--- config.mk ---
export PLATFORM = sky130hd
export DESIGN_NAME = scirc_modn_bh
export DESIGN_NICKNAME = d
export VERILOG_FILES = /design/src/rtl/scirc_modn_bh.sv
export SDC_FILE = /design/constraint.sdc
export NUM_CORES = 1
export LEC_CHECK = 0
export BUFFER_PORTS_ARGS = -buffer_cell sky130_fd_sc_hd__buf_2
export CAP_MARGIN = 20
export CELL_PAD_IN_SITES_DETAIL_PLACEMENT = 1
export CELL_PAD_IN_SITES_GLOBAL_PLACEMENT = 2
export CORE_AREA = 2 2 39 41
export DETAILED_ROUTE_END_ITERATION = 12
export DIE_AREA = 0 0 41 43
export GPL_TIMING_DRIVEN = 0
export PLACE_DENSITY = 0.63
export SYNTH_ARGS = -nofsm -noshare
export SYNTH_HDL_FRONTEND = slang
export SYNTH_SLANG_ARGS = --single-unit
--- constraint.sdc ---
create_clock -name clk_i -period 1.4 [get_ports clk_i]
set_clock_uncertainty 0.2 [all_clocks]
set_input_delay 0.07 -clock clk_i [delete_from_list [all_inputs] [get_ports clk_i]]
set_output_delay 0.07 -clock clk_i [all_outputs]
set_load 0.05 [all_outputs]
--- src/rtl/scirc_modn_bh.sv ---
// scirc_modn_bh: N-state up/down counter FSM advanced by x_i.
// - Wrap or saturate at the ends is fixed when the design is elaborated.
// - Adds a synchronous clamped load and a combinational terminal-count flag.
// - Produces a registered one-cycle pulse in the cycle after a wrap.
// - Encodings N..2**W-1 cannot be reached normally. If one ever shows up,
//   it is pulled back to state 0 on the next edge.
module scirc_modn_bh #(
  parameter int W        = 2,
  parameter int N        = 4,
  parameter int SATURATE = 0,
  parameter int INIT     = 0
) (
  input  logic         clk_i,
  input  logic         rst_i,
  input  logic         x_i,
  input  logic         dir_i,
  input  logic         ld_i,
  input  logic [W-1:0] ld_val_i,
  output logic [W-1:0] y_out_o,
  output logic         tc_o,
  output logic         wrap_o
);

  // Reject parameter sets that would leave the state space ill-defined.
  if (N < 2 || N > (1 << W) || INIT < 0 || INIT >= N) begin : g_bad_params
    $error("scirc_modn_bh: illegal parameters W=%0d N=%0d INIT=%0d", W, N, INIT);
  end

  // The highest legal state and the reset state, at state width.
  localparam logic [W-1:0] LAST   = W'(N - 1);
  localparam logic [W-1:0] FIRST  = '0;
  localparam logic [W-1:0] INIT_V = W'(INIT);

  // These constants are one bit wider than the state.
  // That keeps the range compares meaningful even when N == 2**W.
  localparam logic [W:0] LAST_EXT = (W + 1)'(N - 1);
  localparam logic [W:0] N_EXT    = (W + 1)'(N);

  logic [W-1:0] state_q, state_d;
  logic         wrap_q,  wrap_d;
  logic [W-1:0] ld_clamped;
  logic         illegal_state;
  logic         at_last;
  logic         at_first;

  // Qualify the current state and clamp the requested load value.
  always_comb begin
    at_last       = (state_q == LAST);
    at_first      = (state_q == FIRST);
    illegal_state = ({1'b0, state_q} >= N_EXT);
    ld_clamped    = ld_val_i;
    if ({1'b0, ld_val_i} > LAST_EXT) begin
      ld_clamped = LAST;
    end
  end

  // Next-state and wrap-pulse logic.
  // Priority is load first, then illegal-state recovery, then step, then hold.
  always_comb begin
    state_d = state_q;
    wrap_d  = 1'b0;
    if (ld_i) begin
      state_d = ld_clamped;
    end else if (illegal_state) begin
      state_d = FIRST;
    end else if (x_i) begin
      if (dir_i) begin
        if (!at_last) begin
          state_d = state_q + W'(1);
        end else if (SATURATE != 0) begin
          state_d = LAST;
        end else begin
          state_d = FIRST;
          wrap_d  = 1'b1;
        end
      end else begin
        if (!at_first) begin
          state_d = state_q - W'(1);
        end else if (SATURATE != 0) begin
          state_d = FIRST;
        end else begin
          state_d = LAST;
          wrap_d  = 1'b1;
        end
      end
    end
  end

  // State and wrap-pulse registers.
  // The reset is asynchronous, so the outputs change without waiting for a clock.
  always_ff @(posedge clk_i or posedge rst_i) begin
    if (rst_i) begin
      state_q <= INIT_V;
      wrap_q  <= 1'b0;
    end else begin
      state_q <= state_d;
      wrap_q  <= wrap_d;
    end
  end

  // Terminal count is the limit for the direction currently requested.
  // It is valid during reset as well.
  always_comb begin
    tc_o = dir_i ? at_last : at_first;
  end

  assign y_out_o = state_q;
  assign wrap_o  = wrap_q;

endmodule
Word level (Yosys, flattened, before mapping)
Cells that the tools add are included.

Flip-flop bits (word level): 3. Input port bits: 7. Output and inout bits: 4. Logic and storage cells: 18.

Add/subtract/negate cells: 2. Eq/ne operators: 1. Muxes and demuxes: 11. Reduce and logical (&&, ||, !) cells: 2.

Operators with widths (number): $mux 2 (5); $mux 1 (6); $add 2x1->2 const B (1); $eq 2x2->1 const B (1); $logic_not 2->1 (1); $reduce_bool 2->1 (1); $sub 2x1->2 const B (1).

Depth between registers and ports, before layout
Gate-level depths: netlist of the first run.

Depth after elaboration: 5. Mapped depth: 4. Depth with buffers taken out: 4.

Least setup slack after synthesis of the first run
No wires, ideal clock.

Kind: register to register. From: register state_q[0], in the netlist y_out_o[0]. To: register wrap_q, in the netlist wrap_o. Library setup time: 0.120 ns. Arrival time: 1.528 ns. Required time: 1.080 ns. Slack: -0.448 ns. Cell stages (with the launch flop): 5. Path buffers: 0. Period minus slack after synthesis: 1.848 ns. Cells stage by stage: dfrtp_1 inv_1 ha_1 mux2_2 and2_2.

Word-level cells in the longest chain between the ends: 5. Elaborated cells on any way between the ends: 7. Classes of those cells: eq/ne (1); mux (5); reduce/logical (1).

RTL lines: start: declaration (RTL line 39) `logic [W-1:0] state_q, state_d;`; start signal: assignment (RTL line 96) `state_q <= state_d;`; $eq 2x2->1 / $logic_not 2->1 (equally long branches) (RTL line 48, 49); $mux 1 (on tied branches) (RTL line 68, 77); $mux 1 * (RTL line 67) `if (dir_i) begin`; $mux 1 * (RTL line 66) `end else if (x_i) begin`; $mux 1 * (RTL line 62) `if (ld_i) begin`; net wrap_d (RTL line 40) `logic wrap_q, wrap_d;`; end signal: assignment (RTL line 97) `wrap_q <= wrap_d;`; end: declaration (RTL line 40).

Mark *: on every way through the listed nets, which the timed path passes. The rest lies on a longest branch. A chain may end at the register's enable or synchronous reset.

Worst setup path in the final report of the first run
From: register state_q[1], in the netlist y_out_o[1]. To: output port tc_o.

Word-level cells in the longest chain between the ends: 2. Elaborated cells on any way between the ends: 3. Classes of those cells: eq/ne (1); mux (1); reduce/logical (1).

RTL lines: $eq 2x2->1 / $logic_not 2->1 (equally long branches) (RTL line 48, 49); $mux 1 * (RTL line 104) `tc_o = dir_i ? at_last : at_first;`; end: declaration (RTL line 20) `output logic tc_o,`.

Every way passes the cells marked *; elsewhere a longest branch is shown, timed or not.

==> results of run 1 <==
sequential cells by signal, summed over array words and instances (netlist names):
name     flops
y_out_o      2
wrap_o       1
cells by family (layout without fill, tap and decap cells):
logic type	Yosys count	in the layout	synth area share
xor gates and xnor gates	2	2	0.0972
buffers and inverters	3	24	0.0625
muxes	1	1	0.0625
DFF	3	3	0.417
AOI/OAI and AO/OA	2	2	0.0833
adders and majority gates	2	2	0.139
and+or+nand+nor	4	4	0.139
worst paths after layout:
kind / to / slack (ps)
hold / removal: y_out_o[1]$_DFFE_PP0P_ / 40
setup / recovery: tc_o / -120
min in group asynchronous: wrap_o$_DFF_PP0_ / 60
max in group asynchronous: y_out_o[0]$_DFFE_PP0P_ / 800
hold reg to reg: y_out_o[0]$_DFFE_PP0P_ / 530
setup reg to reg: y_out_o[1]$_DFFE_PP0P_ / -20
power groups by stage:
stage	Sequential (mW)	Combinational [mW]	Clock (mW)
floorplan	0.142	0.0690	0
global placement	0.111	0.133	0
detailed placement	0.111	0.138	0
CTS	0.108	0.174	0.156
global route	0.109	0.190	0.161
finish	0.108	0.172	0.149
area by class of cell:
cell class,instances,area [um2]
Tap cell,16,20.0
Timing Repair Buffer,17,125
Sequential cell,3,77.6
Inverter,3,11.3
Clock buffer,4,26.3
Multi-Input combinational cell,11,114
Fill cell,158,1010
critical path, delay by kind of cell, from the launching register on:
kind	cells	cell delay, ps
adder cells (fa/ha/maj)	1	180
buffers and inverters	1	150
flip-flops	1	420
multiplexers	1	270
routing by layer:
metal / wire length (um) / vias to the layer above / track usage
met5: 0 / - / 0
met4: 0 / 0 / 0.0800
met3: 61 / 0 / 0.0157
met2: 331 / 11 / 0.153
met1: 234 / 90 / 0.0701
li1: - / 97 / -
timing repair:
item                       4_1_cts  5_1_grt
hold endpoints to repair         5        0
cloned                           0        0
buffers inserted                 2        0
setup endpoints to repair        2        2
hold buffers                     5        0
pin swaps                        2        0
resized for setup                4        0
per-stage QoR:
stage               power (mW)  worst slack [ps]  hold slack [ps]  TNS [ps]  cells
floorplan                0.211              -185             -376      -368     17
global placement         0.244             -65.0             -268     -65.0     43
detailed placement       0.249             -75.1             -248     -75.1     43
CTS                      0.438              -139             41.9      -176     54
global route             0.461              -162             65.8      -228     54
finish                   0.429              -124             39.0      -147     54
cell usage in the layout (no fill, tap or decap), drive strengths merged, types with 2 or more instances in the layout:
cell,count
ha,2
xnor2,2
buf,12
dlygate4sd3,5
dfrtp,3
inv,3
clkbuf,4
==> impl_results.md, run 1 <==
* Status: finished, violations left
* Failing checks: setup timing
* Worst vdd ir at between 0.2 and 0.3 mV
* Worst Tran Pin Value at between 200 and 250 ps
* Reg2reg start: y_out_o[0]$_DFFE_PP0P_
* Share of layout cells above drive strength 1 at 0.605
* ANT cells at 0
* Die X at between 40 and 50 um
* TritonRoute pass-1 iters at 1
* GRT overflow at 0
* Syn avg cell area at between 10 and 15 um2
* ANT nets after route at 0
* Post-Syn Area at ~180 um2
* CTS tree: built
* Static leakage at between 0.15 and 0.2 nW
* Synth area leader: dfrtp_1
* Drt via density at 3.67
* Routed via count at just under 200
* Clock share of power at 0.348
* Total Wirelength at 627 um
* EDFF count, synth at 0
* Peak Freq at 0.656 GHz
* Seq pwr share at 0.252
* R2R depth at 4
* Crit path DAT at roughly 1300 ps
* Fraction of registers with async set/reset at 1.00
* TritonCTS Buffers at 3
* First-pass GRT wire length at 910 um
* Clk Latency, worst-skew pair at between 200 and 250 ps
* Final Cell Area at approximately 370 um2
* Final setup vio count at 2
* Worst-path maximum fanout at 3
* Die area at ~1800 um2
* Syn-to-layout area delta at 108%
* Clock root buffer: clkbuf_4
* Pwr dens at about 1100 nW/um2
* Combinational share of power at 0.401
* Max-Cap Viols at 0
* Hold path cells at 3
* Initial DRC count at 0
* DP Area at around 270 um2
* Critical Path Max Stage Delay at between 400 and 500 ps
* Reg clk slew, reported paths at roughly 30 ps
* Slowest-stage cell, CP: dfrtp_2
* Final Max Slew Viols at 0
* Hold Path Origin: dir_i
* Nets at 48
* YS warnings at 0
* Initial Util at 0.130
* Final min period at 1520 ps
* Post-synthesis cell type count at 11
* Crit Path Class: flip-flop to primary output
* Critical Path, Cell by Cell: ha_2, mux2_4, buf_8
* Sw Ratio at 0.340
* Synth area leaders: dfrtp_1 (42%), ha_1 (14%), xnor2_1 (9.7%)
* Share of the synthesized area in the top cell type at 0.417
* Worst setup EP type: primary output
* Placement Rows at 14
* DRC viols at 0
* Synth Register Bits at 3
* Relative slew slack at 0.835
* Crit path launch: y_out_o[1]$_DFFE_PP0P_
* DIE HEIGHT at approximately 43 um
* P_int at 283 uW
* Final worst slack at -124 ps
* Final Core Density at 0.270
* RSZ-0062 raised after global routing: true
* Hold Path Class: primary input to flip-flop
* Hold Vio Cnt, Final at 0
* Initial antenna violation count at 0
* Startpoint Class: flip-flop
* Post-synth net total at 26
* Worst endpoint required time at approximately 1100 ps
* Largest net degree at the start of global routing at 6
* Syn Inst Count at 17
* Dominant synthesized flop cell: dfrtp_1
* Final cycle utilization of the critical path at 1.09
* Psw at 146 uW
* Most frequent cells after synthesis: dfrtp_1 (3), inv_1 (3), ha_1 (2), xnor2_1 (2)
* Post-DP HPWL at roughly 440 um
* I/O pin cnt at 11
* Port Buffers at 10
* GPL Wtd Cong at 0.600
* H-tree level count at 1
* Maximum clock path buffer count at 2
* Total Routing Usage GR at 0.0861
* Sequential-to-total area share from yosys stat at 0.417
* WL per Instance at ~12 um
* Core ar. at between 1000 and 1500 um2
* # clock sinks at 3
* Vias in the first global route at between 200 and 250
No activity file was read; power rests on OpenSTA's default activity.
==> run 2, diff against run 1 <==
==> constraint.sdc (replaced) <==
create_clock -name clk_i -period 1.3 [get_ports clk_i]
set_clock_uncertainty 0.2 [all_clocks]
set_input_delay 0.065 -clock clk_i [delete_from_list [all_inputs] [get_ports clk_i]]
set_output_delay 0.065 -clock clk_i [all_outputs]
set_load 0.01 [all_outputs]
==> impl_results.md, run 2 (same netlist as run 1, synthesis figures left out) <==
* Status: finished, violations left
* Failing checks: setup timing
* Initial DRC count at 5 (+5)
* TritonRoute pass-1 iters at 2 (+1)
* Post-DP HPWL at 366 um (-16%)
* Nets at 47 (-2.1%)
* Crit path DAT at 1260 ps (about the same)
* Final min period at between 1500 and 2000 ps
* Slowest-stage cell, CP: dfrtp_1
* Core ar. at 1380 um2 (unchanged)
* Final setup vio count at 3 (+1)
* Static leakage at 0.182 nW (+1.5%)
* Final cycle utilization of the critical path at 1.17
* Drt via density at 3.58 (-2.2%)
* Share of layout cells above drive strength 1 at 0.541 (-0.0647)
* Total Routing Usage GR at 0.0779 (-0.00816)
* Clock root buffer: clkbuf_4
* WL per Instance at 10.3 um (-11%)
* Hold path cells at 3 (unchanged)
* I/O pin cnt at 11 (unchanged)
* Vias in the first global route at 222 (-0.89%)
* GRT overflow at 0 (unchanged)
* Routed via count at 190 (-4.0%)
* Peak Freq at 0.657 GHz
* Critical Path Max Stage Delay at 420 ps (about the same)
* Die X at 41 um (unchanged)
* TritonCTS Buffers at 3 (unchanged)
* Final Cell Area at 364 um2 (-2.7%)
* H-tree level count at 1 (unchanged)
* Most frequent cells in the layout: buf_2 (9), dlygate4sd3_1 (5), clkbuf_4 (3), dfrtp_1 (3), inv_2 (2)
* Critical Path, Cell by Cell: ha_1, mux2_4, buf_6
* Max reg flops at 2 (unchanged)
* Max-Cap Viols at 0 (unchanged)
* Most common cell after layout, fill and taps aside: buf_2
* Worst-path maximum fanout at 4 (+1)
* CTS tree: built
* First-pass GRT wire length at 876 um (-3.7%)
* Final Max Slew Viols at 0 (unchanged)
* DP Area at 254 um2 (-6.0%)
* Total Wirelength at 545 um (-13%)
* Startpoint Class: flip-flop
* Worst endpoint required time at 1030 ps (-100 ps)
* Hold Vio Cnt, Final at 0 (unchanged)
* Maximum clock path buffer count at 2 (unchanged)
* Total power at 416 uW (-3.0%)
* Port Buffers at 10 (unchanged)
* Worst setup EP type: primary output
* Largest net degree at the start of global routing at 6 (unchanged)
* Placement Rows at 14 (unchanged)
* Crit Path Class: flip-flop to primary output
* Final worst slack at -223 ps (-98.4 ps)
* Worst vdd ir at 0.236 mV (-9.9%)
* Relative slew slack at 0.901 (+0.0663)
* Syn-to-layout area delta at 102%
* RSZ-0062 raised after global routing: true
* Final Core Density at 0.263 (-0.00723)
* Clk Latency, worst-skew pair at 240 ps (about the same)
* Worst Tran Pin Value at 147 ps (-103 ps)
* Reg clk slew, reported paths at 40 ps (about the same)
* DIE HEIGHT at 43 um (unchanged)
* # clock sinks at 3 (unchanged)
* Hold Path Class: primary input to flip-flop
* GPL Wtd Cong at 0.554 (-7.6%)
* Die area at 1760 um2 (unchanged)
* Fillcell total at 170 (+7.6%)
* Initial antenna violation count at 0 (unchanged)
* ANT cells at 0 (unchanged)
* R2R depth at 4 (unchanged)
* Pwr dens at 1140 nW/um2 (-0.30%)
* ANT nets after route at 0 (unchanged)
* Initial Util at 0.130 (unchanged)
* DRC viols at 0 (unchanged)
[run 2: final cells by class]
| class | instances | area (um2) | area share |
|---|---|---|---|
| Sequential cell | 3 | 75.1 | 0.206 |
| Tap cell | 16 | 20.0 | 0.0550 |
| Inverter | 3 | 11.3 | 0.0309 |
| Clock buffer | 4 | 26.3 | 0.0722 |
| Multi-Input combinational cell | 11 | 118 | 0.323 |
| Timing Repair Buffer | 16 | 114 | 0.313 |
[run 2: path summary, 6_finish.rpt]
kind	startpoint	end	slack (ps)
worst max-delay path	y_out_o[0]$_DFFE_PP0P_	tc_o	-220
worst max register to register	y_out_o[1]$_DFFE_PP0P_	y_out_o[1]$_DFFE_PP0P_	-150
max in group asynchronous	rst_i	wrap_o$_DFF_PP0_	710
min in group asynchronous	rst_i	y_out_o[1]$_DFFE_PP0P_	40
worst min register to register	y_out_o[1]$_DFFE_PP0P_	y_out_o[1]$_DFFE_PP0P_	560
worst min-delay path	dir_i	y_out_o[1]$_DFFE_PP0P_	30
[run 2: metal layers]
metal / GRT usage / vias up / wire length (um)
met5: 0 / - / 0
li1: - / 95 / -
met4: 0.0600 / 0 / 0
met1: 0.0728 / 88 / 193
met3: 0.0157 / 0 / 30
met2: 0.134 / 7 / 320
[run 2: worst max-delay path: cells and delay by family, from the launching register on]
kind       cells  cell delay (ps)
mux            1              270
buf+inv        1              120
fa+ha+maj      1              210
flops          1              420
[run 2: power breakdown]
| part | total [mW] | internal, mW | switching, mW |
|---|---|---|---|
| Sequential | 0.115 | 0.104 | 0.0110 |
| Clock | 0.168 | 0.115 | 0.0526 |
| Combinational | 0.133 | 0.0819 | 0.0515 |
[run 2: metrics by stage]
| step | hold slack [ps] | setup WS (ps) | TNS, ps | std cells |
|---|---|---|---|---|
| after detailed placement | -263 | -190 | -300 | 43 |
| after global placement | -271 | -177 | -249 | 43 |
| after floorplan | -381 | -173 | -280 | 17 |
| final | 27.2 | -223 | -470 | 53 |
| after CTS | 18.3 | -241 | -542 | 52 |
| after global routing | 38.1 | -292 | -649 | 53 |
[run 2: what timing repair did]
item / in CTS / in global routing
resized for setup: 2 / 4
endpoints found under the setup margin: 3 / 3
hold buffers: 5 / 0
setup buffers: 0 / 1
pin swaps: 1 / 1
endpoints found under the hold margin: 5 / 0
==> run 3, diff against run 2 <==
--- a/config.mk
+++ b/config.mk
@@ -6,14 +6,16 @@
 export NUM_CORES = 1
 export LEC_CHECK = 0
 export BUFFER_PORTS_ARGS = -buffer_cell sky130_fd_sc_hd__buf_2
-export CAP_MARGIN = 20
+export CAP_MARGIN = 15
 export CELL_PAD_IN_SITES_DETAIL_PLACEMENT = 1
 export CELL_PAD_IN_SITES_GLOBAL_PLACEMENT = 2
 export CORE_AREA = 2 2 39 41
+export CTS_CLUSTER_DIAMETER = 200
 export DETAILED_ROUTE_END_ITERATION = 12
 export DIE_AREA = 0 0 41 43
 export GPL_TIMING_DRIVEN = 0
 export PLACE_DENSITY = 0.63
+export REMOVE_ABC_BUFFERS = 1
 export SYNTH_ARGS = -nofsm -noshare
 export SYNTH_HDL_FRONTEND = slang
 export SYNTH_SLANG_ARGS = --single-unit
==> impl_results.md, run 3 (same netlist as run 1, synthesis figures left out) <==
* Final Cell Area at 367 um2 (+0.69%)
* Die X at 41 um (unchanged)
* Post-Place Cells at 43 (unchanged)
* Fillcell total at 167 (-1.8%)
* Static leakage at 0.181 nW (-0.97%)
* TritonRoute pass-1 iters at 2 (unchanged)
* Combinational share of power at 0.333 (+0.012)
* Flop2flop setup slack at -130 ps (+20 ps)
* Final cycle utilization of the critical path at 1.15 (-0.0225)
* WL per Instance at 10.8 um (+5.3%)
* Core ar. at 1380 um2 (unchanged)
* First-pass GRT wire length at 800 um (-8.7%)
* Initial Util at 0.130 (unchanged)
* Startpoint Class: flip-flop
* Largest net degree at the start of global routing at 6 (unchanged)
* CTS tree: built
* Nets at 47 (unchanged)
* Worst setup EP type: primary output
* Most frequent cells in the layout: buf_2 (9), dlygate4sd3_1 (5), clkbuf_4 (3), dfrtp_1 (3), inv_2 (2)
* Final Max Slew Viols at 0 (unchanged)
* Initial antenna violation count at 0 (unchanged)
* Critical Path Max Stage Delay at 400 ps (-20 ps)
* Final worst slack at -194 ps (+29.2 ps)
* ANT cells at 0 (unchanged)
* H-tree level count at 1 (unchanged)
* Seq pwr share at 0.277 (about the same)
* Vias in the first global route at 203 (-8.6%)
* GPL Wtd Cong at 0.594 (+7.1%)
* Hold Vio Cnt, Final at 0 (unchanged)
* Total Routing Usage GR at 0.0743 (-0.00362)
* Maximum clock path buffer count at 2 (unchanged)
* Worst endpoint required time at 1030 ps (about the same)
* Reg clk slew, reported paths at 40 ps (about the same)
* Syn-to-layout area delta at 103%
* Most common cell after layout, fill and taps aside: buf_2
* DP Area at 250 um2 (-1.5%)
* Clk Latency, worst-skew pair at 230 ps (about the same)
* Worst Tran Pin Value at 177 ps (+29.8 ps)
* CP top delay family: flip-flops
* RSZ-0062 raised after global routing: true
* Port Buffers at 10 (unchanged)
* Sw Ratio at 0.270 (-0.00684)
* Worst-path maximum fanout at 4 (unchanged)
* Total power at 414 uW (-0.64%)
* Final min period at 1490 ps (-29.2 ps)
* DIE HEIGHT at 43 um (unchanged)
* Hold Path Class: primary input to flip-flop
* Hold path cells at 3 (unchanged)
* I/O pin cnt at 11 (unchanged)
* Post-Layout Cell Count at 53 (unchanged)
* Slowest-stage cell, CP: dfrtp_1
* Relative slew slack at 0.882 (-0.0191)
* Final setup vio count at 3 (unchanged)
* Crit path DAT at 1230 ps (-30 ps)
* Routed via count at 190 (unchanged)
* ANT nets after route at 0 (unchanged)
* Crit Path Class: flip-flop to primary output
* Die area at 1760 um2 (unchanged)
* Buf+Inv Stages, Crit Path at 2 (+1)
* Max-Cap Viols at 0 (unchanged)
* Failing checks: setup timing
* Critical Path, Cell by Cell: inv_2, ha_4, mux2_4, buf_6
* Max reg flops at 2 (unchanged)
* Initial DRC count at 1 (-4)
* GRT overflow at 0 (unchanged)
* Worst slack at placement at -244 ps (-53.6 ps)
* P_int at 302 uW (+0.30%)
* Pwr dens at 1130 nW/um2 (-1.3%)
* Worst vdd ir at 0.237 mV (+0.38%)
* Peak Freq at 0.670 GHz (+2.0%)
* Crit. path cell count at 4 (+1)
* Drt via density at 3.58 (unchanged)
* Psw at 112 uW (-3.1%)
* Clock share of power at 0.390 (-0.014)
* Total Wirelength at 574 um (+5.3%)
* R2R depth at 4 (unchanged)
* Placement Rows at 14 (unchanged)
* Status: finished, violations left
* TritonCTS Buffers at 3 (unchanged)
* DRC viols at 0 (unchanged)
* Clock root buffer: clkbuf_4
* # clock sinks at 3 (unchanged)
* Share of layout cells above drive strength 1 at 0.568 (+0.0270)
-- run 3: cell counts in the layout (fill, tap and decap cells not counted) --
Identical to the previous run, type by type.
-- run 3: power by group through the flow --
stage               logic [mW]  registers [mW]  clock network, mW
floorplan               0.0450           0.118                  0
global placement        0.0823           0.115                  0
detailed placement      0.0841           0.115                  0
CTS                      0.138           0.115              0.165
global route             0.150           0.116              0.174
finish                   0.138           0.115              0.161
-- run 3: layout make-up --
| class | instances | area [um2] | share of cell area |
|---|---|---|---|
| well taps | 16 | 20.0 | 0.0546 |
| multi-input cells | 11 | 120 | 0.328 |
| inverters | 3 | 11.3 | 0.0307 |
| flip-flops and latches | 3 | 75.1 | 0.205 |
| clock buffers | 4 | 26.3 | 0.0717 |
| repair buffers | 16 | 114 | 0.311 |
-- run 3: worst paths after layout --
kind	startpoint	to
worst max-delay path	y_out_o[0]$_DFFE_PP0P_	tc_o
worst min-delay path	dir_i	y_out_o[1]$_DFFE_PP0P_
worst max register to register	y_out_o[1]$_DFFE_PP0P_	y_out_o[1]$_DFFE_PP0P_
worst min register to register	y_out_o[0]$_DFFE_PP0P_	y_out_o[0]$_DFFE_PP0P_
max in group asynchronous	rst_i	wrap_o$_DFF_PP0_
min in group asynchronous	rst_i	y_out_o[1]$_DFFE_PP0P_
-- run 3: per-stage QoR --
stage / hold WS [ps] / util / setup TNS, ps
2_1_floorplan: -381 / - / -349
3_3_place_gp: -273 / 0.181 / -311
3_5_place_dp: -263 / 0.181 / -373
4_1_cts: 25.5 / 0.265 / -414
5_1_grt: 38.0 / 0.265 / -525
6_report: 26.7 / 0.265 / -402
-- run 3: worst register-to-register path: cells and delay by family (launching register included) --
kind | cells | cell delay [ps]
DFF | 1 | 400
AOI/OAI and AO/OA | 1 | 290
xor gates and xnor gates | 1 | 130
adders and majority gates | 1 | 200
buffers and inverters | 1 | 80
-- run 3: repair_timing --
item,CTS,global route
hold buffers,5,0
buffers inserted,1,0
pin swaps,3,0
gates resized for setup,8,0
endpoints found under the setup margin,3,3
endpoints found under the hold margin,5,0
-- run 3: per-layer routing --
layer / GRT usage / wire length (um) / vias up
li1: - / - / 95
met3: 0.0314 / 44 / 0
met1: 0.0643 / 220 / 88
met2: 0.122 / 308 / 7
met4: 0.0600 / 0 / 0
met5: 0 / 0 / -
